$ cat config.mk
export PLATFORM = sky130hd
export DESIGN_NAME = fetch_unit
export DESIGN_NICKNAME = d
export VERILOG_FILES = /design/src/rtl/wisc_pkg.sv /design/src/rtl/fetch_buf.sv /design/src/rtl/fetch_unit.sv
export SDC_FILE = /design/constraint.sdc
export NUM_CORES = 1
export LEC_CHECK = 0
export ABC_AREA = 1
export CAP_MARGIN = 20
export CORE_ASPECT_RATIO = 1.2
export CORE_MARGIN = 1.5
export CORE_UTILIZATION = 57
export CTS_CLUSTER_SIZE = 40
export DETAILED_ROUTE_END_ITERATION = 16
export PLACE_DENSITY = 0.93
export REMOVE_ABC_BUFFERS = 1
export SETUP_SLACK_MARGIN = 0.1
export SYNTH_ARGS = -nofsm -noshare
export SYNTH_HDL_FRONTEND = slang
export SYNTH_SLANG_ARGS = --single-unit
$ cat constraint.sdc
create_clock -name clk -period 8.7 [get_ports clk]
set_input_delay 1.74 -clock clk [delete_from_list [all_inputs] [get_ports clk]]
set_output_delay 1.74 -clock clk [all_outputs]
set_load 0.05 [all_outputs]
$ cat src/rtl/wisc_pkg.sv
// Shared WISC-15 definitions: opcodes, instruction field positions, fetch
// state encoding and the fetch buffer depth.
// Build option: define FETCH_SKID_EN for a 2-entry fetch buffer (skid),
// otherwise the buffer holds a single entry.
package wisc_pkg;

    localparam logic [3:0] OP_ADD    = 4'h0;
    localparam logic [3:0] OP_SUB    = 4'h1;
    localparam logic [3:0] OP_XOR    = 4'h2;
    localparam logic [3:0] OP_RED    = 4'h3;
    localparam logic [3:0] OP_SLL    = 4'h4;
    localparam logic [3:0] OP_SRA    = 4'h5;
    localparam logic [3:0] OP_ROR    = 4'h6;
    localparam logic [3:0] OP_PADDSB = 4'h7;
    localparam logic [3:0] OP_LW     = 4'h8;
    localparam logic [3:0] OP_SW     = 4'h9;
    localparam logic [3:0] OP_LLB    = 4'hA;
    localparam logic [3:0] OP_LHB    = 4'hB;
    localparam logic [3:0] OP_B      = 4'hC;
    localparam logic [3:0] OP_BR     = 4'hD;
    localparam logic [3:0] OP_PCS    = 4'hE;
    localparam logic [3:0] OP_HLT    = 4'hF;

    localparam int OPC_MSB = 15;
    localparam int OPC_LSB = 12;

`ifdef FETCH_SKID_EN
    localparam logic [1:0] FETCH_DEPTH = 2'd2;
`else
    localparam logic [1:0] FETCH_DEPTH = 2'd1;
`endif

    typedef enum logic {
        RUN    = 1'b0,
        HALTED = 1'b1
    } fetch_state_e;

endpackage

$ cat src/rtl/fetch_buf.sv
// Small in-order buffer of fetched {inst, pc} pairs (1 or 2 entries in use).
// Flush has priority over push and pop. The caller never pushes when full
// and never pops when empty.
module fetch_buf #(
    parameter int ADDR_W = 16
) (
    input  logic              clk,
    input  logic              rst,
    input  logic              i_push,
    input  logic [15:0]       i_inst,
    input  logic [ADDR_W-1:0] i_pc,
    input  logic              i_pop,
    input  logic              i_flush,
    output logic              o_valid,
    output logic [15:0]       o_inst,
    output logic [ADDR_W-1:0] o_pc,
    output logic [1:0]        o_occ
);

    logic [15:0]       r_head_inst;
    logic [ADDR_W-1:0] r_head_pc;
    logic [15:0]       r_tail_inst;
    logic [ADDR_W-1:0] r_tail_pc;
    logic [1:0]        r_cnt;
    logic              r_valid;
    logic [1:0]        w_cnt_nxt;

    // Next occupancy; the valid flag is registered from it so o_valid is a flop.
    always_comb begin
        w_cnt_nxt = r_cnt;
        if (i_flush) begin
            w_cnt_nxt = 2'd0;
        end else if (i_push && !i_pop) begin
            w_cnt_nxt = r_cnt + 2'd1;
        end else if (!i_push && i_pop) begin
            w_cnt_nxt = r_cnt - 2'd1;
        end
    end

    // Entry storage: head is always the oldest entry, tail only used when two are held.
    always_ff @(posedge clk or posedge rst) begin
        if (rst) begin
            r_head_inst <= '0;
            r_head_pc   <= '0;
            r_tail_inst <= '0;
            r_tail_pc   <= '0;
            r_cnt       <= 2'd0;
            r_valid     <= 1'b0;
        end else begin
            r_cnt   <= w_cnt_nxt;
            r_valid <= (w_cnt_nxt != 2'd0);
            if (!i_flush) begin
                case ({i_push, i_pop})
                    2'b10: begin
                        if (r_cnt == 2'd0) begin
                            r_head_inst <= i_inst;
                            r_head_pc   <= i_pc;
                        end else begin
                            r_tail_inst <= i_inst;
                            r_tail_pc   <= i_pc;
                        end
                    end
                    2'b01: begin
                        if (r_cnt == 2'd2) begin
                            r_head_inst <= r_tail_inst;
                            r_head_pc   <= r_tail_pc;
                        end
                    end
                    2'b11: begin
                        if (r_cnt == 2'd2) begin
                            r_head_inst <= r_tail_inst;
                            r_head_pc   <= r_tail_pc;
                            r_tail_inst <= i_inst;
                            r_tail_pc   <= i_pc;
                        end else begin
                            r_head_inst <= i_inst;
                            r_head_pc   <= i_pc;
                        end
                    end
                    default: ;
                endcase
            end
        end
    end

    assign o_valid = r_valid;
    assign o_inst  = r_head_inst;
    assign o_pc    = r_head_pc;
    assign o_occ   = r_cnt;

endmodule

$ cat src/rtl/fetch_unit.sv
// WISC-15 instruction fetch stage: owns the PC, keeps at most one word read
// outstanding, buffers returned words and stops on an issued hlt.
// Build option: FETCH_SKID_EN selects the 2-entry buffer (see wisc_pkg).
//
// Handshakes: memory request is imem_req/imem_addr, held stable until
// imem_rdy is sampled high (same-cycle rdy counts); decode transfer happens
// on any rising edge where inst_valid and inst_ready are both high.
module fetch_unit
    import wisc_pkg::*;
#(
    parameter int                ADDR_W   = 16,
    parameter logic [ADDR_W-1:0] RESET_PC = '0
) (
    input  logic              clk,
    input  logic              rst,
    output logic              imem_req,
    output logic [ADDR_W-1:0] imem_addr,
    input  logic              imem_rdy,
    input  logic [15:0]       imem_data,
    output logic [15:0]       inst,
    output logic [ADDR_W-1:0] inst_pc,
    output logic              inst_valid,
    input  logic              inst_ready,
    input  logic              redirect,
    input  logic [ADDR_W-1:0] redirect_pc,
    output logic              halted
);

    fetch_state_e      r_state, w_state_nxt;
    logic [ADDR_W-1:0] r_pc, w_pc_nxt;
    logic [ADDR_W-1:0] r_addr, w_addr_nxt;
    logic              r_pend, w_pend_nxt;
    logic              r_drop, w_drop_nxt;

    logic              w_run, w_pop, w_hlt_seen, w_redir, w_halt_go;
    logic              w_accept, w_push, w_flush, w_pend_hold;
    logic [1:0]        w_occ, w_occ_nxt;

    // State registers; reset abandons any in-flight memory request.
    always_ff @(posedge clk or posedge rst) begin
        if (rst) begin
            r_state <= RUN;
            r_pc    <= RESET_PC;
            r_addr  <= RESET_PC;
            r_pend  <= 1'b0;
            r_drop  <= 1'b0;
        end else begin
            r_state <= w_state_nxt;
            r_pc    <= w_pc_nxt;
            r_addr  <= w_addr_nxt;
            r_pend  <= w_pend_nxt;
            r_drop  <= w_drop_nxt;
        end
    end

    // Next-state: redirect beats a same-cycle hlt, and any response arriving
    // with a redirect (or marked for drop) is discarded.
    always_comb begin
        w_run       = (r_state == RUN);
        w_pop       = inst_valid & inst_ready;
        w_hlt_seen  = w_pop & (inst[OPC_MSB:OPC_LSB] == OP_HLT);
        w_redir     = w_run & redirect;
        w_halt_go   = w_hlt_seen & w_run & ~w_redir;
        w_accept    = r_pend & imem_rdy;
        w_push      = w_accept & ~r_drop & ~w_redir & ~w_halt_go;
        w_flush     = w_redir | w_halt_go;
        w_pend_hold = r_pend & ~imem_rdy;

        w_occ_nxt = w_occ;
        if (w_flush) begin
            w_occ_nxt = 2'd0;
        end else if (w_push && !w_pop) begin
            w_occ_nxt = w_occ + 2'd1;
        end else if (!w_push && w_pop) begin
            w_occ_nxt = w_occ - 2'd1;
        end

        w_pc_nxt = r_pc;
        if (w_redir) begin
            w_pc_nxt = redirect_pc;
        end else if (w_push) begin
            w_pc_nxt = r_addr + ADDR_W'(1);
        end

        w_drop_nxt = r_drop;
        if (w_halt_go) begin
            w_drop_nxt = 1'b0;
        end else if (w_redir) begin
            w_drop_nxt = w_pend_hold;
        end else if (w_accept) begin
            w_drop_nxt = 1'b0;
        end

        // A new request is launched only when nothing stays outstanding and
        // the buffer will still have room counting that request.
        w_pend_nxt = w_pend_hold;
        w_addr_nxt = r_addr;
        if (w_halt_go) begin
            w_pend_nxt = 1'b0;
        end else if (!w_pend_hold && w_run && (w_occ_nxt < FETCH_DEPTH)) begin
            w_pend_nxt = 1'b1;
            w_addr_nxt = w_pc_nxt;
        end

        w_state_nxt = w_halt_go ? HALTED : r_state;
    end

    fetch_buf #(.ADDR_W(ADDR_W)) u_buf (
        .clk     (clk),
        .rst     (rst),
        .i_push  (w_push),
        .i_inst  (imem_data),
        .i_pc    (r_addr),
        .i_pop   (w_pop),
        .i_flush (w_flush),
        .o_valid (inst_valid),
        .o_inst  (inst),
        .o_pc    (inst_pc),
        .o_occ   (w_occ)
    );

    assign imem_req  = r_pend & (r_state == RUN);
    assign imem_addr = r_addr;
    assign halted    = (r_state == HALTED);

endmodule

==> summary.txt, run 1 <==
Status
  • Status: completed

Run
  • Number of max-cap violations: 0

Finish
  • Post-route cell area: 5970 um^2
  • Filler cell count: 591
  • P&R area growth vs syn: 21.9%
  • Multi-input logic area: 1960 um^2
  • Antenna Cells: 0
  • Finished Layout Cells: 807
  • Register area: 2550 um^2
  • Nets: 728
  • Share of layout cells above drive strength 1: 0.0447

Route
  • Via-per-instance ratio: 5.61
  • Residual DRC: 0
  • Routed vias: 4531
  • Residual antenna-violating net count after detailed routing: 0
  • DRT Pass-1 Iters: 5
  • Number of DRC markers in iteration 0: 405
  • Average routed wire per standard cell: 15.0 um
  • Final WL: 12100 um

Worst setup path
  • CP max FO: 36
  • R2R setup slack: 5.53 ns
  • Startpoint types: input port
  • Crit Path Category: input port to flip-flop
  • CP Capture Type: flip-flop
  • CP arrival: 4.84 ns
  • Worst path required time: 8.93 ns

STA
  • Minimum clock period: 4.61 ns
  • Slew margin rel.: 0.318
  • Slew Viols, Final: 0
  • Final number of setup-violating endpoints: 0
  • Sum Neg Setup Slack: 0 ns
  • Final period util: 0.530
  • RSZ-0062 raised after global routing: no
  • Worst Skew: 0.0122 ns
  • Final Hold Fails: 0
  • Worst Tran Pin Value: 1.02 ns
  • Fmax: 0.217 GHz
  • Fin Hold WS: 0.493 ns

Synth
  • Library cells used by synthesis: 27
  • Ys flop type: dfrtp_1
  • Mapped Avg Cell Area: 7.94 um^2
  • Ys Warns: 0
  • Seq cells post-synth: 102
  • Mapped Area: 4900 um^2
  • Part of the Yosys area used for sequential elements: 0.521
  • FFs w/ async S/R, synth: 1.00
  • Post-synth EDFFs: 0
  • Synthesized instance count: 617

Clock network
  • H-tree Lvls: 3
  • Post-cts sizing count: 0
  • Worst-skew pair later-pin latency: 0.38 ns
  • CTS Hold Bufs: 0
  • Clk pin slew, worst setup/hold paths: 0.09 ns
  • Post-CTS Setup Inserts: 0
  • Clock root buffer: clkbuf_8
  • Longest Clk Path Bufs: 2
  • CTS tree: yes
  • Clock sink total: 102
  • Num CTS Buffers: 9

Placement
  • Placed inst area: 5780 um^2
  • Buffers on Ports: 87
  • Dpl cells: 790
  • GP Congestion: 0.928
  • HPWL after detailed placement: 8390 um

Global routing
  • Number of global-route vias before repair: 4529
  • Largest net degree at the start of global routing: 75
  • Initial antenna violation count: 0
  • Tot GR Track Use: 0.284
  • First-pass GRT wire length: 20400 um
  • Total gr overflow: 0

Pwr
  • P per Cell Area: 272 nW/um^2
  • Final Power: 1.63 mW
  • Peak supply drop: 129 uV
  • Leakage: 2.72 nW

Floorplan
  • Num rows: 36
  • Die height: 105 um
  • Starting density of the core: 0.594
  • Core ar.: 8240 um^2
  • Top-Level Pins: 88
  • DIE AREA: 9160 um^2
  • Die width: 87.6 um

Min path
  • Hold Path Class: flip-flop to flip-flop
-- power breakdown --
group	switching [mW]	internal (mW)	total, mW
logic	0.477	0.212	0.690
clock network	0.161	0.133	0.293
registers	0.0622	0.581	0.643
-- final timing paths --
kind	startpoint	end	cells after the start
worst max-delay path	redirect	u_buf.o_pc[6]$_DFFE_PP0P_	12
worst min-delay path	u_buf.o_pc[9]$_DFFE_PP0P_	u_buf.o_pc[9]$_DFFE_PP0P_	2
worst max register to register	halted$_DFFE_PP0P_	imem_addr[0]$_DFFE_PP0P_	12
worst min register to register	u_buf.o_pc[9]$_DFFE_PP0P_	u_buf.o_pc[9]$_DFFE_PP0P_	2
max in group asynchronous	rst	u_buf.r_tail_inst[13]$_DFFE_PP0P_	3
min in group asynchronous	rst	u_buf.o_pc[7]$_DFFE_PP0P_	2
-- placed cells by master (no fill, tap or decap), types with 4 or more instances in the layout --
master / synthesis / final
a21oi_1: 79 / 79
nand2_1: 169 / 169
xor2_1: 6 / 6
o21ai_0: 28 / 28
nand2_2: 4 / 4
dfrtp_1: 102 / 102
o21ai_1: 11 / 11
inv_1: 57 / 56
buf_4: 4 / 5
clkbuf_8: 0 / 9
nand4_1: 18 / 18
nor2_1: 61 / 61
clkdlybuf4s50_1: 0 / 87
nand3_1: 34 / 34
-- cell usage after synthesis (all sizes together), types with 2 or more instances --
library cell | instances | area (um^2)
nand4 | 19 | 125
inv | 58 | 218
clkbuf | 10 | 38.8
a21oi | 79 | 395
xor2 | 6 | 52.6
nand2 | 173 | 659
a22oi | 2 | 15.0
o21ai | 40 | 211
nor2 | 63 | 241
dfrtp | 102 | 2550
ha | 3 | 37.5
buf | 22 | 125
nand3 | 37 | 200
-- worst max-delay path, stage by stage --
cell and delay, ns:
clkdlybuf4s50_1 0.48, inv_1 0.04, nor2_1 0.08, buf_4 0.27, inv_2 0.20, nand3_2 0.39
nand2_2 0.33, nand2_1 0.52, buf_4 0.45, nor2_1 0.08, a21oi_1 0.15, o21ai_0 0.10
-- state kept, by name, indices dropped and copies added (netlist names) --
name and count:
u_buf.r_tail_inst 16, r_drop 1, u_buf.o_occ 2, imem_addr 16, u_buf.o_valid 1, u_buf.o_pc 16, r_pc 16, u_buf.r_tail_pc 16
u_buf.o_inst 16, halted 1, r_pend 1
-- kinds of logic (layout without fill, tap and decap cells) --
group | count (synthesis) | after routing | share of synthesized area
AO/OA/AOI/OAI | 122 | 122 | 0.129
XOR/XNOR | 7 | 7 | 0.0125
adder cells (fa/ha/maj) | 3 | 3 | 0.00767
buffers and inverters | 90 | 166 | 0.0779
flip-flops | 102 | 102 | 0.521
AND/OR/NAND/NOR | 293 | 293 | 0.252
-- layer usage --
layer | GRT usage | vias to the layer above | wire (um)
met5 | 0 | - | 0
met4 | 0.166 | 0 | 423
met3 | 0.0355 | 42 | 683
met2 | 0.463 | 215 | 6200
met1 | 0.359 | 2143 | 4760
li1 | - | 2131 | -
-- stage by stage --
| step | setup slack, ns | utilization |
|---|---|---|
| 2_1_floorplan | 4.09 | - |
| 3_3_place_gp | 3.78 | 0.701 |
| 3_5_place_dp | 3.65 | 0.701 |
| 4_1_cts | 3.97 | 0.723 |
| 5_1_grt | 3.80 | 0.724 |
| 6_report | 4.09 | 0.724 |
-- layout make-up --
cell class	instances	share of cell area
multi-input cells	425	0.329
repair buffers	92	0.152
clock inverters	4	0.00796
clock buffers	12	0.0226
inverters	58	0.0369
flip-flops and latches	102	0.428
well taps	114	0.0239
Power figures use the tool's default switching activity.
==> run 2: changes to the inputs <==
CORE_UTILIZATION = 48   (was 57)
PLACE_DENSITY = 0.84   (was 0.93)
clock period = 3.9 ns   (was 8.7 ns; I/O delays follow)
==> run 2 against run 1 <==
  * Hold slack lost 0.011 ns
  * Count of clock-buffer cells in the layout is 1 higher
  * Clock skew fell by 0.0071 ns
  * Routed wire length grew 0.70%
  * Cell count rose by 2.0%
  * Combinational power is 120% higher
  * Sequential share of layout area down 0.84 points
  * First-iteration DRC count down 29%
  * Die area is 18% higher
  * Power is 130% higher
  * Clock power rose to 2.7 times the previous value
  * Design area grew 2.0%
==> summary.txt, run 2 (synthesis results as in run 1) <==
Status
  • Status: completed

Worst setup path
  • CP Capture Type: flip-flop
  • CP max FO: 19 (-47%)
  • Family with the most delay on the worst path: simple AND/OR/NAND/NOR gates
  • Max incr delay on CP: 0.43 ns (-0.09 ns)
  • Buf/Inv on CP: 3 (-2)
  • Crit Path Category: input port to flip-flop
  • CP arrival: 3.42 ns (-1.42 ns)
  • Slowest stage cell, crit path: nand3_2
  • Crit path top cell by count: nand2_1
  • Worst path required time: 4.13 ns (-4.80 ns)
  • Startpoint types: input port
  • CP cell instances: clkdlybuf4s50_1 > inv_1 > nor2_1 > inv_2 > nand3_2 > nand2_2 > nand2_1 > nand2_1 > nand2_1 > nand2_2 > nand3_2 > nand2_1 > nand2_1

Clock network
  • Post-cts sizing count: 0 (unchanged)
  • Clk pin slew, worst setup/hold paths: 0.06 ns (-0.03 ns)
  • Post-CTS Setup Inserts: 0 (unchanged)
  • CTS tree: yes
  • Clock root buffer: clkbuf_16
  • CTS Hold Bufs: 0 (unchanged)
  • Clock sink total: 102 (unchanged)
  • Longest Clk Path Bufs: 2 (unchanged)
  • Num CTS Buffers: 9 (unchanged)
  • Worst-skew pair later-pin latency: 0.34 ns (-0.04 ns)
  • H-tree Lvls: 3 (unchanged)

STA
  • Fin Hold WS: 0.482 ns (-0.0106 ns)
  • Worst Tran Pin Value: 0.992 ns (-0.0276 ns)
  • RSZ-0062 raised after global routing: no
  • Final number of setup-violating endpoints: 0 (unchanged)
  • Slew Viols, Final: 0 (unchanged)
  • Fmax: 0.313 GHz
  • Slew margin rel.: 0.336 (+0.0184)
  • Post-route setup slack: 0.708 ns (-3.38 ns)
  • Final Hold Fails: 0 (unchanged)
  • Final period util: 0.818
  • Minimum clock period: 3.19 ns
  • Worst Skew: 0.00518 ns (-0.00707 ns)
  • Sum Neg Setup Slack: 0 ns (unchanged)

Placement
  • Buffers on Ports: 87 (unchanged)
  • Pre-CTS setup slack: 0.308 ns (-3.35 ns)
  • HPWL after detailed placement: 8300 um (-1.1%)
  • Placed inst area: 5840 um^2 (+1.0%)
  • GP Congestion: 0.883 (-4.9%)

Route
  • Residual antenna-violating net count after detailed routing: 0 (unchanged)
  • Via-per-instance ratio: 5.41 (-3.7%)
  • DRT Pass-1 Iters: 5 (unchanged)
  • Residual DRC: 0 (unchanged)
  • Average routed wire per standard cell: 14.8 um (-1.3%)
  • Routed vias: 4450 (-1.8%)
  • Number of DRC markers in iteration 0: 287 (-29%)
  • Final WL: 12200 um (+0.70%)

Global routing
  • GR Util met2: 0.417 (-0.0461)
  • Tot GR Track Use: 0.243 (-0.0408)
  • Largest net degree at the start of global routing: 55 (-27%)
  • Routing usage on met1: 0.296 (-0.0624)
  • Total gr overflow: 0 (unchanged)
  • Grt peak-use layer: met2
  • First-pass GRT wire length: 20500 um (+0.14%)
  • GRT met3 Usage: 0.0413 (+0.00579)
  • Number of global-route vias before repair: 4416 (-2.5%)
  • Initial antenna violation count: 0 (unchanged)

Pwr
  • Clock Power Share: 0.210 (+0.030)
  • Switch share: 0.415 (-0.0154)
  • Flop pwr share: 0.383 (-0.013)
  • Internal Power: 2.21 mW (+140%)
  • P per Cell Area: 619 nW/um^2 (+130%)
  • Switching Power: 1.57 mW (+120%)
  • Leakage: 2.78 nW (+2.1%)
  • Peak supply drop: 323 uV (+150%)
  • Combinational share of power: 0.407 (-0.017)

Finish
  • Filler cell count: 809 (+37%)
  • Antenna Cells: 0 (unchanged)
  • Post-route cell area: 6090 um^2 (+2.0%)
  • P&R area growth vs syn: 24.3%
  • Final core occ: 0.611 (-0.113)
  • Multi-input logic area: 1960 um^2 (unchanged)
  • Nets: 733 (+0.69%)
  • Leading cell type in the layout, fill and taps excluded: nand2_1
  • Share of layout cells above drive strength 1: 0.0488 (+0.00405)
  • Register area: 2550 um^2 (unchanged)
  • Commonest cells after routing, fill and taps aside: nand2_1 (169), dfrtp_1 (102), clkdlybuf4s50_1 (87)

Min path
  • Hold Path Class: flip-flop to flip-flop

Floorplan
  • Num rows: 40 (+11%)
  • Starting density of the core: 0.492 (-0.102)
  • Die height: 114 um (+8.7%)
  • Die width: 95.2 um (+8.7%)
  • Top-Level Pins: 88 (unchanged)
  • DIE AREA: 10800 um^2 (+18%)
  • Core ar.: 9960 um^2 (+21%)

Run
  • Number of max-cap violations: 0 (unchanged)
==> run 2: final timing paths <==
kind,startpoint,end,slack [ns],cells after the start
max reg2reg,halted$_DFFE_PP0P_,imem_addr[12]$_DFFE_PP0P_,1.18,11
min,u_buf.o_pc[6]$_DFFE_PP0P_,u_buf.o_pc[6]$_DFFE_PP0P_,0.48,2
max in group asynchronous,rst,u_buf.o_inst[4]$_DFFE_PP0P_,2.15,3
max,redirect,imem_addr[12]$_DFFE_PP0P_,0.71,13
min reg2reg,u_buf.o_pc[6]$_DFFE_PP0P_,u_buf.o_pc[6]$_DFFE_PP0P_,0.48,2
min in group asynchronous,rst,u_buf.o_pc[15]$_DFFE_PP0P_,0.90,2
==> run 2: cell type report <==
| cell class | instances | area share |
|---|---|---|
| timing repair buffer | 97 | 0.155 |
| tap | 126 | 0.0259 |
| multi-input combinational | 425 | 0.322 |
| clock inverter | 2 | 0.00164 |
| clock buffer | 13 | 0.0394 |
| inverter | 58 | 0.0362 |
| sequential | 102 | 0.419 |
==> run 2: metal layers <==
metal | up-vias | part of all wire
li1 | 2142 | -
met1 | 2122 | 0.40
met2 | 162 | 0.52
met3 | 24 | 0.057
met4 | 0 | 0.022
met5 | - | 0
==> run 2: through the flow <==
step	std cells	power (mW)
3_5_place_dp	808	3.00
6_report	823	3.77
4_1_cts	823	3.80
3_3_place_gp	808	2.96
2_1_floorplan	585	2.45
5_1_grt	823	3.97
==> run 2: power by group through the flow <==
| stage | combinational, mW | clock [mW] | sequential, mW |
|---|---|---|---|
| after floorplan | 0.476 | 0 | 1.97 |
| after global placement | 1.51 | 0 | 1.45 |
| after detailed placement | 1.55 | 0 | 1.46 |
| after CTS | 1.55 | 0.800 | 1.44 |
| after global routing | 1.65 | 0.843 | 1.47 |
| final | 1.54 | 0.791 | 1.44 |
==> run 2: worst min-delay path, stage by stage, from the launching register on <==
cell and delay [ns]:
dfrtp_1 0.34, nand2_1 0.05, o21ai_0 0.06
==> run 3: changes to the inputs <==
CORE_UTILIZATION = 53   (was 48)
PLACE_DENSITY = 0.87   (was 0.84)
clock period = 3.1 ns   (was 3.9 ns; I/O delays follow)
==> run 3 against run 2 <==
  * Global-route usage rose by 1.9 points
  * Clock skew grew 0.0070 ns
  * Core utilization rose by 6.2 points
  * Sequential share of layout area grew 0.060 points
  * Hold slack better by 0.011 ns
  * Design area down 0.14%
  * Sequential power rose by 25%
  * Register-to-register slack lost 0.44 ns
  * Flip-flop and latch count unchanged
  * Clock power down 4.6%
  * Combinational power up 30%
  * Critical endpoint is now u_buf.r_tail_inst[5]$_DFFE_PP0P_
  * Largest cell class unchanged
==> summary.txt, run 3 (synthesis results as in run 1) <==
Status
  • Status: completed

Finish
  • P&R area growth vs syn: 24.2%
  • Finished Layout Cells: 822 (-0.12%)
  • Antenna Cells: 0 (unchanged)
  • Post-route cell area: 6080 um^2 (-0.14%)
  • Commonest cells after routing, fill and taps aside: nand2_1 (169), dfrtp_1 (102), clkdlybuf4s50_1 (87)
  • Nets: 737 (+0.55%)
  • Share of layout cells above drive strength 1: 0.0570 (+0.00820)
  • Leading cell type in the layout, fill and taps excluded: nand2_1

Placement
  • Placed inst area: 5910 um^2 (+1.2%)
  • HPWL after detailed placement: 8220 um (-0.85%)
  • Buffers on Ports: 87 (unchanged)
  • GP Congestion: 0.879 (-0.40%)
  • Dpl cells: 806 (-0.25%)
  • Pre-CTS setup slack: 0.102 ns (-0.206 ns)

Clock network
  • Num CTS Buffers: 9 (unchanged)
  • Post-cts sizing count: 0 (unchanged)
  • Worst-skew pair later-pin latency: 0.38 ns (+0.04 ns)
  • CTS Hold Bufs: 0 (unchanged)
  • Post-CTS Setup Inserts: 0 (unchanged)
  • Longest Clk Path Bufs: 2 (unchanged)
  • Clock root buffer: clkbuf_8
  • H-tree Lvls: 3 (unchanged)
  • CTS tree: yes
  • Clk pin slew, worst setup/hold paths: 0.09 ns (+0.03 ns)
  • Clock sink total: 102 (unchanged)

Worst setup path
  • Crit Path Category: input port to flip-flop
  • Max incr delay on CP: 0.53 ns (+0.10 ns)
  • Buf/Inv on CP: 4 (+1)
  • Family with the most delay on the worst path: buffers and inverters
  • Worst path required time: 3.37 ns (-0.76 ns)
  • CP cell instances: clkdlybuf4s50_1 > inv_1 > nor2_1 > inv_2 > nand4_2 > or2_1 > o21ai_4 > buf_12 > o21ai_0
  • CP Capture Type: flip-flop
  • CP arrival: 2.93 ns (-0.49 ns)
  • Slowest stage cell, crit path: or2_1
  • CP max FO: 28 (+9)
  • Startpoint types: input port

Floorplan
  • Core ar.: 9030 um^2 (-9.3%)
  • Die height: 108 um (-4.7%)
  • Top-Level Pins: 88 (unchanged)
  • Starting density of the core: 0.542 (+0.0504)
  • Num rows: 38 (-5.0%)
  • Die width: 90.8 um (-4.7%)
  • DIE AREA: 9830 um^2 (-9.2%)

STA
  • Fmax: 0.376 GHz
  • RSZ-0062 raised after global routing: no
  • Slew Viols, Final: 0 (unchanged)
  • Slew margin rel.: 0.473 (+0.137)
  • Minimum clock period: 2.66 ns
  • Final Hold Fails: 0 (unchanged)
  • Final number of setup-violating endpoints: 0 (unchanged)
  • Worst Skew: 0.0122 ns (+0.00700 ns)
  • Worst Tran Pin Value: 0.790 ns (-0.202 ns)
  • Fin Hold WS: 0.493 ns (+0.0105 ns)
  • Final period util: 0.857
  • Post-route setup slack: 0.443 ns (-0.266 ns)

Pwr
  • P per Cell Area: 748 nW/um^2 (+21%)
  • Final Power: 4.55 mW (+21%)
  • Peak supply drop: 379 uV (+17%)
  • Leakage: 2.77 nW (-0.32%)

Global routing
  • Number of global-route vias before repair: 4404 (-0.27%)
  • First-pass GRT wire length: 20200 um (-1.2%)
  • Largest net degree at the start of global routing: 52 (-5.5%)
  • Tot GR Track Use: 0.262 (+0.0187)
  • Total gr overflow: 0 (unchanged)
  • Initial antenna violation count: 0 (unchanged)

Route
  • Residual DRC: 0 (unchanged)
  • Number of DRC markers in iteration 0: 220 (-23%)
  • Routed vias: 4452 (+0.045%)
  • DRT Pass-1 Iters: 5 (unchanged)
  • Final WL: 12000 um (-1.3%)
  • Average routed wire per standard cell: 14.6 um (-1.1%)
  • Via-per-instance ratio: 5.42 (+0.17%)
  • Residual antenna-violating net count after detailed routing: 0 (unchanged)

Min path
  • Hold Path Class: flip-flop to flip-flop

Run
  • Number of max-cap violations: 0 (unchanged)
run 3: cell count changes in the layout (fill, tap and decap cells not counted), sizes merged:
cell / previous run / this run
buf: 10 / 14
clkinv: 2 / 1
clkinvlp: 0 / 2
run 3: cell type report:
cell class	instances	area [um^2]
fill	727	2950
sequential	102	2550
multi-input combinational	425	1960
timing repair buffer	101	1030
inverter	58	220
tap	120	150
clock buffer	13	149
clock inverter	3	20.0
run 3: where the power goes:
part           total [mW]  switching, mW  internal (mW)
sequential           1.80          0.167           1.63
combinational        2.00           1.35          0.647
clock               0.755          0.441          0.314
run 3: per-stage QoR:
step | setup TNS, ns | util
global placement | 0 | 0.654
CTS | 0 | 0.673
global route | 0 | 0.673
detailed placement | 0 | 0.654
floorplan | -32.68 | -
finish | 0 | 0.673
run 3: routing by layer:
layer | vias to the layer above | routed length (um) | track usage
met1 | 2108 | 4970 | 0.331
li1 | 2144 | - | -
met4 | 0 | 376 | 0.133
met2 | 166 | 6030 | 0.440
met3 | 34 | 623 | 0.0387
met5 | - | 0 | 0
run 3: tightest hold or removal path, stage by stage (launching register included):
cell and delay (ns):
dfrtp_1 0.34, nand2_1 0.06, o21ai_0 0.06
run 3: final timing paths:
check,startpoint,end,slack [ns],cells after the start
max,redirect,u_buf.r_tail_inst[5]$_DFFE_PP0P_,0.44,9
min,u_buf.o_pc[7]$_DFFE_PP0P_,u_buf.o_pc[7]$_DFFE_PP0P_,0.49,2
max reg2reg,u_buf.o_valid$_DFF_PP0_,imem_addr[4]$_DFFE_PP0P_,0.74,8
min reg2reg,u_buf.o_pc[7]$_DFFE_PP0P_,u_buf.o_pc[7]$_DFFE_PP0P_,0.49,2
max in group asynchronous,rst,r_pc[2]$_DFF_PP0_,1.68,3
min in group asynchronous,rst,u_buf.o_pc[2]$_DFFE_PP0P_,0.66,2
